--- config.mk ---
export PLATFORM = sky130hd
export DESIGN_NAME = fg_profile_sequencer
export DESIGN_NICKNAME = d
export VERILOG_FILES = /design/src/rtl/fg_profile_sequencer.sv
export SDC_FILE = /design/constraint.sdc
export NUM_CORES = 1
export LEC_CHECK = 0
export CAP_MARGIN = 20
export CORE_UTILIZATION = 45
export CTS_BUF_LIST = sky130_fd_sc_hd__clkbuf_2 sky130_fd_sc_hd__clkbuf_4 sky130_fd_sc_hd__clkbuf_8
export CTS_CLUSTER_SIZE = 24
export DETAILED_ROUTE_END_ITERATION = 6
export GPL_TIMING_DRIVEN = 0
export PLACE_DENSITY_LB_ADDON = 0.3
export SKIP_LAST_GASP = 1
export SLEW_MARGIN = 20
export SYNTH_ARGS = -nofsm -noshare
export SYNTH_HDL_FRONTEND = slang
export SYNTH_SLANG_ARGS = --single-unit
export TNS_END_PERCENT = 30
--- constraint.sdc ---
create_clock -name clk_i -period 2.61 [get_ports clk_i]
set_input_delay 0.6525 -clock clk_i [delete_from_list [all_inputs] [get_ports clk_i]]
set_output_delay 0.6525 -clock clk_i [all_outputs]
set_load 0.005 [all_outputs]
--- src/rtl/fg_profile_sequencer.sv ---
// Profile sequencer for the function generator: stores NUM_SLOTS config words,
// steps through them on start, dwelling a programmed number of output samples per step.
module fg_profile_sequencer #(
  parameter int unsigned CONFIG_REG_BITWIDTH = 64,
  parameter int unsigned NUM_SLOTS           = 4,
  parameter int unsigned SLOT_BITS           = 2,
  parameter int unsigned DWELL_BITWIDTH      = 16
) (
  input  logic                           clk_i,
  input  logic                           rstn_i,
  input  logic                           wr_valid_i,
  output logic                           wr_ready_o,
  input  logic [SLOT_BITS-1:0]           wr_slot_i,
  input  logic [2:0]                     wr_byte_i,
  input  logic [7:0]                     wr_data_i,
  input  logic                           start_i,
  input  logic                           stop_i,
  input  logic                           loop_i,
  input  logic [SLOT_BITS-1:0]           last_slot_i,
  input  logic [DWELL_BITWIDTH-1:0]      dwell_i,
  input  logic                           sample_strb_i,
  output logic [CONFIG_REG_BITWIDTH-1:0] CR_bus_o,
  output logic                           fg_enable_o,
  output logic [SLOT_BITS-1:0]           active_slot_o,
  output logic                           busy_o,
  output logic                           done_strb_o
);

  localparam int unsigned NUM_BYTES = CONFIG_REG_BITWIDTH / 8;

  typedef enum logic [1:0] {
    ST_IDLE = 2'd0,
    ST_LOAD = 2'd1,
    ST_RUN  = 2'd2,
    ST_DONE = 2'd3
  } state_t;

  state_t                           state_q, state_d;
  logic [CONFIG_REG_BITWIDTH-1:0]   slot_q [NUM_SLOTS];
  logic [CONFIG_REG_BITWIDTH-1:0]   cr_q, cr_d;
  logic [SLOT_BITS-1:0]             act_q, act_d, slot_nxt;
  logic [DWELL_BITWIDTH-1:0]        cnt_q, cnt_d, dwell_m1;
  logic                             en_q, en_d;
  logic                             busy_q, busy_d;
  logic                             done_q, done_d;
  logic                             wr_en, byte_ok;

  assign CR_bus_o      = cr_q;
  assign fg_enable_o   = en_q;
  assign active_slot_o = act_q;
  assign busy_o        = busy_q;
  assign done_strb_o   = done_q;

  // The profile on the bus is write-protected while a sequence is using it.
  always_comb begin
    wr_ready_o = 1'b1;
    if (state_q == ST_LOAD || state_q == ST_RUN) begin
      wr_ready_o = (wr_slot_i != act_q);
    end
  end

  assign wr_en   = wr_valid_i && wr_ready_o;
  assign byte_ok = (32'(wr_byte_i) < NUM_BYTES);

  always_ff @(posedge clk_i or negedge rstn_i) begin
    if (!rstn_i) begin
      for (int i = 0; i < NUM_SLOTS; i++) begin
        slot_q[i] <= '0;
      end
    end else if (wr_en && byte_ok) begin
      slot_q[wr_slot_i][8*wr_byte_i +: 8] <= wr_data_i;
    end
  end

  // Dwell of zero behaves as one sample per step.
  assign dwell_m1 = (dwell_i == '0) ? '0 : dwell_i - DWELL_BITWIDTH'(1);
  assign slot_nxt = act_q + SLOT_BITS'(1);

  always_ff @(posedge clk_i or negedge rstn_i) begin
    if (!rstn_i) begin
      state_q <= ST_IDLE;
      cr_q    <= '0;
      act_q   <= '0;
      cnt_q   <= '0;
      en_q    <= 1'b0;
      busy_q  <= 1'b0;
      done_q  <= 1'b0;
    end else begin
      state_q <= state_d;
      cr_q    <= cr_d;
      act_q   <= act_d;
      cnt_q   <= cnt_d;
      en_q    <= en_d;
      busy_q  <= busy_d;
      done_q  <= done_d;
    end
  end

  always_comb begin
    state_d = state_q;
    cr_d    = cr_q;
    act_d   = act_q;
    cnt_d   = cnt_q;
    en_d    = en_q;
    done_d  = 1'b0;

    case (state_q)
      ST_IDLE: begin
        en_d = 1'b0;
        if (start_i) begin
          state_d = ST_LOAD;
          cr_d    = slot_q[0];
          act_d   = '0;
          cnt_d   = '0;
        end
      end
      ST_LOAD: begin
        state_d = ST_RUN;
        en_d    = 1'b1;
      end
      ST_RUN: begin
        if (sample_strb_i) begin
          // >= keeps the counter bounded if dwell_i is lowered mid-step.
          if (cnt_q >= dwell_m1) begin
            cnt_d = '0;
            en_d  = 1'b0;
            if (act_q != last_slot_i) begin
              state_d = ST_LOAD;
              cr_d    = slot_q[slot_nxt];
              act_d   = slot_nxt;
            end else if (loop_i) begin
              state_d = ST_LOAD;
              cr_d    = slot_q[0];
              act_d   = '0;
            end else begin
              state_d = ST_DONE;
              done_d  = 1'b1;
            end
          end else begin
            cnt_d = cnt_q + DWELL_BITWIDTH'(1);
          end
        end
      end
      ST_DONE: begin
        state_d = ST_IDLE;
        en_d    = 1'b0;
      end
      default: begin
        state_d = ST_IDLE;
        en_d    = 1'b0;
      end
    endcase

    // Abort overrides every other transition; bus and slot index hold.
    if (stop_i) begin
      state_d = ST_IDLE;
      cr_d    = cr_q;
      act_d   = act_q;
      cnt_d   = cnt_q;
      en_d    = 1'b0;
      done_d  = 1'b0;
    end

    busy_d = (state_d != ST_IDLE);
  end

endmodule

==> run metrics, run 1 <==
Simple-Gate Fraction of Synth Area=between 10% and 20%; row count=70; Crit Reg-Reg Endpoint=CR_bus_o[54]$_DFFE_PN0P_; cell depth of the worst setup path=15; TritonCTS clock tree=built; CP Data Arrival Time=a little over 4 ns; Layout fillers=approximately 3100; final net count=1792; P&R area growth vs syn=23.3%; Total Routing Usage GR=roughly 24%; first-pass GRT wire length=slightly above 70000 um; CTS Buffer Depth=3; clock power share=a little over a third; Peak VDD IR=roughly 0.54 mV; drt via density=around 5.7; largest family of logic cells by synthesized area=multiplexers; Net Sw Frac=between 20% and 30%; pre-CTS setup slack=-2.10 ns; reg-to-reg startpoint=state_q[0]$_DFF_PN0_; Psw=between 4 and 5 mW; dpl cells=~2100; top cell family by delay on the critical path=simple AND/OR/NAND/NOR gates; Synthesized Nets=1605; detailed placer's ending HPWL=between 30000 and 40000 um; CTS Root Cell=clkbuf_8; GRT Residual Overflow=0; clk sinks=343; post-synthesis sequential area ratio=51.5%; Non-Filler Instances=roughly 2200; antenna violations before repair=0; ANT nets after route=0; n_diodes=0; Worst Tran Pin Value=between 0.9 and 1 ns; CP required=approximately 3.1 ns; R2R depth=10; Worst Path Max Fanout=5; Leak=9.17 nW; CP max stage delay=0.55 ns; DRC viols=1; final setup fails=slightly below 300; Synth Area in Adders=about 1.8%; Synth Register Bits=343; CP cell instances=buf_6, or3_4, nor2_4, nand2_2, or4_4, and2_4, ha_4, nand2b_4, a2111o_1, a32oi_4, a21boi_2, o21a_4, buf_12, buf_16, mux2_4; Reg2Reg Setup Slack=-0.44 ns; Num CTS Buffers=between 50 and 60; P per Cell Area=just under 800 nW/um2; drt first pass iters=7; f_max=about 280 MHz; Distinct cells, synth=between 40 and 50; slowest stage cell, crit path=or4_4; Avg Inst Size Synth=~11 um2; number of flops mapped to enable cells by yosys=0; Avg WL per Cell=around 20 um; core area=between 30000 and 40000 um2; post-layout min period=3.58 ns; most frequent cells in the layout=dfrtp_1, mux2_2, o21ai_0; Initial Util=~46%; DIE AREA=approximately 38000 um2; Reg power frac=between 40% and 50%; XOR/XNOR Fraction of Synth Area=~1.4%; CP Launch Type=primary input; failing checks=design-rule violations, negative setup slack; most common cell after layout, fill and taps aside=dfrtp_1; Worst Clk Skew=approximately 0.028 ns; outcome=finished with violations; synthesized instance count=1543; Worst slew margin=36.3%; clock slew at reported path FFs=around 0.060 ns; num ports=between 100 and 150; Pins Over Slew Limit=0; worst path bufs/invs=3; chip height=~190 um; GP Congestion=0.858; DR vias=roughly 13000; Cell Area, Synth=roughly 17000 um2; Gate power share=a little under a quarter; vias in the first global route=between 10000 and 15000; kind of critical path=in2reg; max_cap viols=0; clk_lat worst skew=a little over 0.6 ns; most used flip-flop cell after synthesis=dfrtp_1; Critical Path End=CR_bus_o[3]$_DFFE_PN0P_; Final Core Density=56.2%; largest net degree at the start of global routing=100; CP startpoint=dwell_i[12]; internal power=11.7 mW; routed wire length=around 46000 um; DR iter-0 viols=1048; layout cell share with drive strength beyond 1=~24%; htree depth=2; RSZ-0062 raised after global routing=true; final worst slack=-0.971 ns; Crit. End Element=flip-flop; post-synthesis mux area share=19.1%; Compound-Gate Fraction of Synth Area=under 10%; worst hold-check path type=in2async; CTS Hold Bufs=0; Async S/R FF share, synth=between 90% and 100%; Yosys warnings=0; final hold vios=0; Port Buffer Count=just under 100; Period Utilization, post-route=137%; width of the die=194 um
-- power groups by stage --
stage	combinational [mW]	clock [mW]	sequential, mW
2_1_floorplan	1.88	0	6.72
3_3_place_gp	3.19	0	6.78
3_5_place_dp	3.28	0	6.80
4_1_cts	3.62	5.80	6.71
5_1_grt	4.08	6.02	6.83
6_report	3.77	5.71	6.71
-- cells by family after synthesis --
kind of cell,Yosys count
muxes,290
adders and majority gates,24
buffers and inverters,173
and+or+nand+nor,417
AOI/OAI and AO/OA,269
xor gates and xnor gates,27
DFF,343
-- worst min-delay path by stage --
stage / endpoint / slack, ns / cells past startpoint
global placement: slot_q[59]$_DFFE_PN0P_ / 0.46 / 2
floorplan: CR_bus_o[0]$_DFFE_PN0P_ / 0.36 / 0
CTS: slot_q[46]$_DFFE_PN0P_ / 0.05 / 1
detailed placement: slot_q[46]$_DFFE_PN0P_ / 0.47 / 2
global route: slot_q[46]$_DFFE_PN0P_ / 0.09 / 1
finish: slot_q[168]$_DFFE_PN0P_ / 0.05 / 1
-- per-stage QoR --
stage,instance area [um2],hold slack (ns),power (mW),setup TNS [ns]
floorplan,16700,0.357,8.59,-103.99
CTS,20200,0.0526,16.1,-89.18
global placement,18300,0.455,9.97,-5162.55
detailed placement,18400,0.465,10.1,-371.39
global route,20500,0.0904,16.9,-140.83
finish,20500,0.0506,16.2,-112.67
-- flip-flops by register name, indices dropped and copies added (netlist names) --
name / count
cnt_q: 16
active_slot_o: 2
CR_bus_o: 64
fg_enable_o: 1
slot_q: 256
done_strb_o: 1
state_q: 2
busy_o: 1
-- cell usage after synthesis, types with 22 or more instances --
cell / n / area share (%)
nor2b_1: 61 / 2.3
nand3_1: 22 / 0.66
clkbuf_1: 75 / 1.7
o221ai_1: 59 / 3.1
nor2_1: 35 / 0.79
ha_1: 24 / 1.8
mux2i_1: 66 / 4.0
mux2_2: 205 / 14
nor3_1: 71 / 2.1
dfrtp_1: 343 / 52
nand2_1: 165 / 3.7
inv_1: 72 / 1.6
o21ai_0: 172 / 5.2
-- per-layer routing --
metal	GRT usage (%)	vias up	share of wire, %
met5	0	-	0
met2	38.4	426	47
met3	3.97	86	6.2
met4	7.67	0	2.7
li1	-	5805	-
met1	34.2	6411	45
-- area by class of cell --
class / count / area [um2] / area share [%]
Timing Repair Buffer: 130 / 1440 / 7.01
Sequential cell: 343 / 8580 / 41.8
Tap cell: 468 / 586 / 2.85
Multi-Input combinational cell: 1027 / 7690 / 37.5
Buffer: 99 / 554 / 2.70
Inverter: 72 / 270 / 1.32
Clock buffer: 89 / 1160 / 5.66
Clock inverter: 19 / 250 / 1.22
-- repair_timing --
item                       in CTS  in global routing
buffers inserted               13                  8
pin swaps                      14                 21
cloned                          4                  3
setup endpoints to repair     317                341
gates resized for setup        97                 53
No activity file was read; power rests on OpenSTA's default activity.
==> inputs of run 2 (changes only) <==
- CORE_UTILIZATION: 45 -> 60
==> run 2 against run 1 <==
Against the previous run: the flow finishes with violations (negative setup slack); critical endpoint is now CR_bus_o[36]$_DFFE_PN0P_; power down 2.0%; sequential cell count unchanged; highest routed layer unchanged; via count up 2.8%.
==> run metrics, run 2 (synthesis gave the netlist of run 1 again) <==
routed wire length=45600 um (was 46300 um); Total Routing Usage GR=32.5% (was 24.3%); GRT Residual Overflow=0 (unchanged); CP Launch Type=primary input (unchanged); final net count=1784 (was 1792); f_max=297 MHz (was 279 MHz); clk_lat worst skew=0.61 ns (was 0.62 ns); Worst Path Max Fanout=10 (was 5); Leak=9.11 nW (was 9.17 nW); pre-CTS setup slack=-2.11 ns (was -2.10 ns); Avg WL per Cell=21.3 um (was 20.6 um); P&R area growth vs syn=21.5% (was 23.3%); DR vias=13100 (was 12700); chip height=169 um (was 194 um); post-layout min period=3.37 ns (was 3.58 ns); worst hold-check path type=reg2reg (was in2async); failing checks=negative setup slack (was design-rule violations, negative setup slack); DIE AREA=28400 um2 (was 37800 um2); P per Cell Area=784 nW/um2 (was 789 nW/um2); vias in the first global route=13300 (was 12600); num ports=108 (unchanged); Num CTS Buffers=56 (was 57); multi-input logic area=7670 um2 (was 7690 um2); Worst Clk Skew=0.0164 ns (was 0.0282 ns); CP Data Arrival Time=3.84 ns (was 4.08 ns); Pins Over Slew Limit=0 (unchanged); row count=60 (was 70); Port Buffer Count=99 (unchanged); Worst slew margin=34.5% (was 36.3%); DRC viols=0 (was 1); Layout fillers=1773 (was 3130); TritonCTS clock tree=built (unchanged); first-pass GRT wire length=72100 um (was 71600 um); FF/Latch Area=8580 um2 (unchanged); RSZ-0062 raised after global routing=true (unchanged); antenna violations before repair=0 (unchanged); CP max stage delay=0.45 ns (was 0.55 ns); CTS Root Cell=clkbuf_8 (unchanged); CTS Buffer Depth=3 (unchanged); Peak VDD IR=0.567 mV (was 0.545 mV); Reg with most FFs=slot_q (unchanged); Worst Tran Pin Value=0.983 ns (was 0.955 ns); Period Utilization, post-route=129% (was 137%); ANT nets after route=0 (unchanged); final worst slack=-0.757 ns (was -0.971 ns); htree depth=2 (unchanged); clock slew at reported path FFs=0.06 ns (about the same); kind of critical path=in2reg (unchanged); outcome=finished with violations (unchanged); max reg flops=256 (unchanged); final hold vios=0 (unchanged); CP required=3.08 ns (was 3.11 ns); most frequent cells in the layout=dfrtp_1, mux2_2, o21ai_0 (unchanged); most common cell after layout, fill and taps aside=dfrtp_1 (unchanged); dpl cells=2018 (was 2113); drt via density=6.12 (was 5.66); detailed placer's ending HPWL=29500 um (was 30400 um); Final Core Density=74.7% (was 56.2%); layout cell share with drive strength beyond 1=24.3% (about the same); Non-Filler Instances=2138 (was 2247); core area=27100 um2 (was 36500 um2); Crit. End Element=flip-flop (unchanged); drt first pass iters=7 (unchanged); setup total negative slack=-89.09 ns (was -112.67 ns); n_diodes=0 (unchanged); clk sinks=343 (unchanged); max_cap viols=0 (unchanged); slowest stage cell, crit path=or4_4 (unchanged); final setup fails=293 (was 296); CP cell instances=buf_8, or3_4, nor2_4, nand2_2, or4_4, buf_4, nand2_1, ha_1, a21oi_1, o21ai_0, a21oi_2, a21boi_1, o21a_4, clkbuf_16, buf_16, mux2i_1 (was buf_6, or3_4, nor2_4, nand2_2, or4_4, and2_4, ha_4, nand2b_4, a2111o_1, a32oi_4, a21boi_2, o21a_4, buf_12, buf_16, mux2_4); Initial Util=61.5% (was 45.6%); largest net degree at the start of global routing=96 (was 100); width of the die=169 um (was 194 um); GP Congestion=0.891 (was 0.858); DR iter-0 viols=1153 (was 1048)
## run 2: final cells by class
| type | count | area share, % |
|---|---|---|
| Buffer | 94 | 2.56 |
| Timing Repair Buffer | 128 | 7.12 |
| Clock buffer | 92 | 5.64 |
| Sequential cell | 343 | 42.4 |
| Multi-Input combinational cell | 1027 | 37.9 |
| Inverter | 72 | 1.33 |
| Tap cell | 372 | 2.30 |
| Clock inverter | 10 | 0.766 |
## run 2: what timing repair did
action | CTS | global route
hold buffers | 1 | 0
endpoints found under the setup margin | 320 | 341
pin swaps | 14 | 16
gates cloned | 4 | 4
endpoints found under the hold margin | 37 | 0
gates resized for setup | 94 | 63
setup buffers | 11 | 6
## run 2: routing by layer
metal | wire (um) | part of all wire (%) | up-vias | global-route usage, %
met1 | 18900 | 41 | 6570 | 43.9
met4 | 1880 | 4.1 | 0 | 15.1
met5 | 0 | 0 | - | 0
met2 | 21600 | 47 | 574 | 52.0
met3 | 3250 | 7.1 | 161 | 5.38
li1 | - | - | 5778 | -
## run 2: final timing paths
check	start	end	slack, ns	cells past startpoint
hold reg to reg	slot_q[155]$_DFFE_PN0P_	slot_q[155]$_DFFE_PN0P_	0.48	2
setup reg to reg	state_q[0]$_DFF_PN0_	CR_bus_o[55]$_DFFE_PN0P_	-0.32	10
max in group asynchronous	rstn_i	CR_bus_o[17]$_DFFE_PN0P_	0.61	5
min in group asynchronous	rstn_i	CR_bus_o[30]$_DFFE_PN0P_	0.52	2
setup / recovery	dwell_i[10]	CR_bus_o[36]$_DFFE_PN0P_	-0.76	16
hold / removal	slot_q[155]$_DFFE_PN0P_	slot_q[155]$_DFFE_PN0P_	0.48	2
## run 2: worst max-delay path, delay by kind of cell
family                   cells  cell delay, ns
AO/OA/AOI/OAI                5            1.06
multiplexers                 1            0.12
buffers and inverters        4            0.64
adder cells (fa/ha/maj)      1            0.25
AND/OR/NAND/NOR              5            1.11
## run 2: per-stage QoR
step                area, um2  hold slack (ns)  power [mW]
finish                  20200            0.478        15.9
global route            20200            0.498        16.5
CTS                     20000            0.480        15.7
detailed placement      18300            0.466        10.1
global placement        18200            0.455        9.89
floorplan               16700            0.357        8.59
## run 2: power breakdown
group,switching (mW),total (mW),leakage [nW],internal [mW]
Clock,2.19,5.34,0.682,3.15
Combinational,1.76,3.78,3.78,2.03
Sequential,0.531,6.74,4.64,6.21
==> inputs of run 3 (changes only) <==
- ABC_CLOCK_PERIOD_IN_PS: not set -> 2710
- CORE_UTILIZATION: 60 -> 56
- clock period: 2.61 -> 2.71 ns (I/O delays scaled with it)
==> run 3 against run 2 <==
Against the previous run: the flow still finishes with violations (negative setup slack); global-route usage is 2.5 points lower; routed wire length is 0.80% lower; register-to-register slack worse by 0.32 ns; sequential cell count stayed put; sequential share of layout area is 0.23 points higher; critical path depth stayed put.
==> run metrics, run 3 (synthesis gave the netlist of run 1 again) <==
DIE AREA=30400 um2 (was 28400 um2); max_cap viols=0 (unchanged); setup total negative slack=-92.44 ns (was -89.09 ns); chip height=174 um (was 169 um); Num CTS Buffers=56 (unchanged); first-pass GRT wire length=71400 um (was 72100 um); f_max=280 MHz; Gate power share=24.3% (was 23.8%); final worst slack=-0.863 ns (was -0.757 ns); DR vias=13000 (was 13100); TritonCTS clock tree=built (unchanged); Layout fillers=2058 (was 1773); dpl cells=2029 (was 2018); P&R area growth vs syn=20.9% (was 21.5%); Net Sw Frac=28.9% (was 28.3%); Reg with most FFs=slot_q (unchanged); drt first pass iters=5 (was 7); CP startpoint=dwell_i[2] (was dwell_i[10]); Placed Area=18300 um2 (about the same); failing checks=negative setup slack (unchanged); outcome=finished with violations (unchanged); DR iter-0 viols=1206 (was 1153); Crit. End Element=flip-flop (unchanged); Non-Filler Instances=2155 (was 2138); CP max stage delay=0.44 ns (was 0.45 ns); ANT nets after route=0 (unchanged); CTS Buffer Depth=3 (unchanged); Avg WL per Cell=21.0 um (was 21.3 um); CP cell instances=buf_8, nor4_4, nand3b_1, or3_4, nor3_4, xor2_1, nand2_1, ha_4, nand4_1, nor4_4, a32oi_4, a21boi_2, o21a_2, buf_12, buf_12, mux2i_2 (was buf_8, or3_4, nor2_4, nand2_2, or4_4, buf_4, nand2_1, ha_1, a21oi_1, o21ai_0, a21oi_2, a21boi_1, o21a_4, clkbuf_16, buf_16, mux2i_1); internal power=10.5 mW (was 11.4 mW); largest net degree at the start of global routing=102 (was 96); Worst Path Max Fanout=8 (was 10); htree depth=2 (unchanged); CTS Root Cell=clkbuf_8 (unchanged); Worst slew margin=20.4% (was 34.5%); Worst Clk Skew=0.0304 ns (was 0.0164 ns); Finished Cell Area=20100 um2 (was 20200 um2); slowest stage cell, crit path=or3_4 (was or4_4); Period Utilization, post-route=132%; drt via density=6.03 (was 6.12); final net count=1794 (was 1784); worst hold-check path type=in2async (was reg2reg); clk_lat worst skew=0.61 ns (about the same); GRT Residual Overflow=0 (unchanged); clock power share=31.6% (was 33.7%); pre-CTS setup slack=-2.10 ns (was -2.11 ns); Peak VDD IR=0.523 mV (was 0.567 mV); Worst Tran Pin Value=1.19 ns (was 0.983 ns); CP Launch Type=primary input (unchanged); CP Data Arrival Time=4.07 ns (was 3.84 ns); RSZ-0062 raised after global routing=true (unchanged); clock slew at reported path FFs=0.06 ns (about the same); vias in the first global route=13100 (was 13300); width of the die=174 um (was 169 um); most common cell after layout, fill and taps aside=dfrtp_1 (unchanged); Reg power frac=44.1% (was 42.5%); Total Routing Usage GR=30.0% (was 32.5%); Psw=4.24 mW (was 4.48 mW); num ports=108 (unchanged); antenna violations before repair=1 (was 0); power after layout=14.7 mW (was 15.9 mW); GP Congestion=0.886 (was 0.891); reg-to-reg startpoint=state_q[0]$_DFF_PN0_ (unchanged); detailed placer's ending HPWL=29200 um (was 29500 um); kind of critical path=in2reg (unchanged); DRC viols=0 (unchanged); Pins Over Slew Limit=0 (unchanged); Port Buffer Count=99 (unchanged); P per Cell Area=730 nW/um2 (was 784 nW/um2); routed wire length=45200 um (was 45600 um); post-layout min period=between 3 and 4 ns; final hold vios=0 (unchanged); final setup fails=260 (was 293); clk sinks=343 (unchanged); max reg flops=256 (unchanged); CP required=3.21 ns (was 3.08 ns); row count=62 (was 60); layout cell share with drive strength beyond 1=23.8% (was 24.3%); Leak=9.06 nW (was 9.11 nW); Initial Util=57.4% (was 61.5%); core area=29000 um2 (was 27100 um2); most frequent cells in the layout=dfrtp_1, mux2_2, o21ai_0 (unchanged)
run 3: cell types whose count changed in the layout (fill, tap and decap cells not counted), sizes merged:
cell	previous run	this run
clkdlybuf4s15	1	0
dlymetal6s2s	1	0
clkdlybuf4s50	83	82
buf	59	67
inv	72	74
clkinvlp	2	1
dlygate4sd2	5	8
dlygate4sd3	1	0
clkbuf	164	161
bufinv	4	0
diode	0	1
clkinv	4	7
run 3: per-layer routing:
layer,up-vias,GRT usage (%),share of wire (%)
li1,5792,-,-
met3,119,5.05,6.7
met1,6563,40.7,43
met4,0,12.8,3.8
met5,-,0,0
met2,523,47.7,47
run 3: critical path, delay by kind of cell:
family	cells	cell delay, ns
adder cells (fa/ha/maj)	1	0.28
XOR/XNOR	1	0.18
AO/OA/AOI/OAI	3	0.55
AND/OR/NAND/NOR	7	1.72
buffers and inverters	3	0.44
multiplexers	1	0.21
run 3: path summary, 6_finish.rpt:
kind,to,slack [ns],depth (start not counted)
setup / recovery,CR_bus_o[33]$_DFFE_PN0P_,-0.86,16
hold / removal,CR_bus_o[29]$_DFFE_PN0P_,0.08,1
setup reg to reg,CR_bus_o[23]$_DFFE_PN0P_,-0.64,10
hold reg to reg,slot_q[188]$_DFFE_PN0P_,0.48,2
max in group asynchronous,slot_q[19]$_DFFE_PN0P_,1.67,2
min in group clk_i,slot_q[188]$_DFFE_PN0P_,0.48,2
run 3: metrics by stage:
stage | hold WS [ns] | util [%]
6_report | 0.0822 | 69.4
5_1_grt | 0.136 | 69.4
4_1_cts | 0.116 | 68.1
3_5_place_dp | 0.467 | 62.9
3_3_place_gp | 0.456 | 62.6
2_1_floorplan | 0.382 | -
run 3: power by group through the flow:
stage / logic [mW] / registers (mW) / clock network, mW
CTS: 3.45 / 6.47 / 4.68
floorplan: 1.80 / 6.47 / 0
detailed placement: 3.12 / 6.55 / 0
global placement: 3.01 / 6.52 / 0
finish: 3.57 / 6.48 / 4.65
global route: 3.86 / 6.57 / 4.92
run 3: cell type report:
cell class                      count  area [um2]  area share, %
Buffer                             98         534           2.65
Multi-Input combinational cell   1027        7660           38.1
Inverter                           72         270           1.34
Antenna cell                        1        2.50         0.0124
Tap cell                          384         480           2.39
Sequential cell                   343        8580           42.6
Timing Repair Buffer              134        1450           7.18
Clock inverter                     10        62.6          0.311
Clock buffer                       86        1090           5.41
run 3: what timing repair did:
action,CTS,global route
hold buffers,0,0
pin swaps,14,17
cloned,4,3
setup buffers,15,12
setup endpoints to repair,219,343
resized for setup,69,87
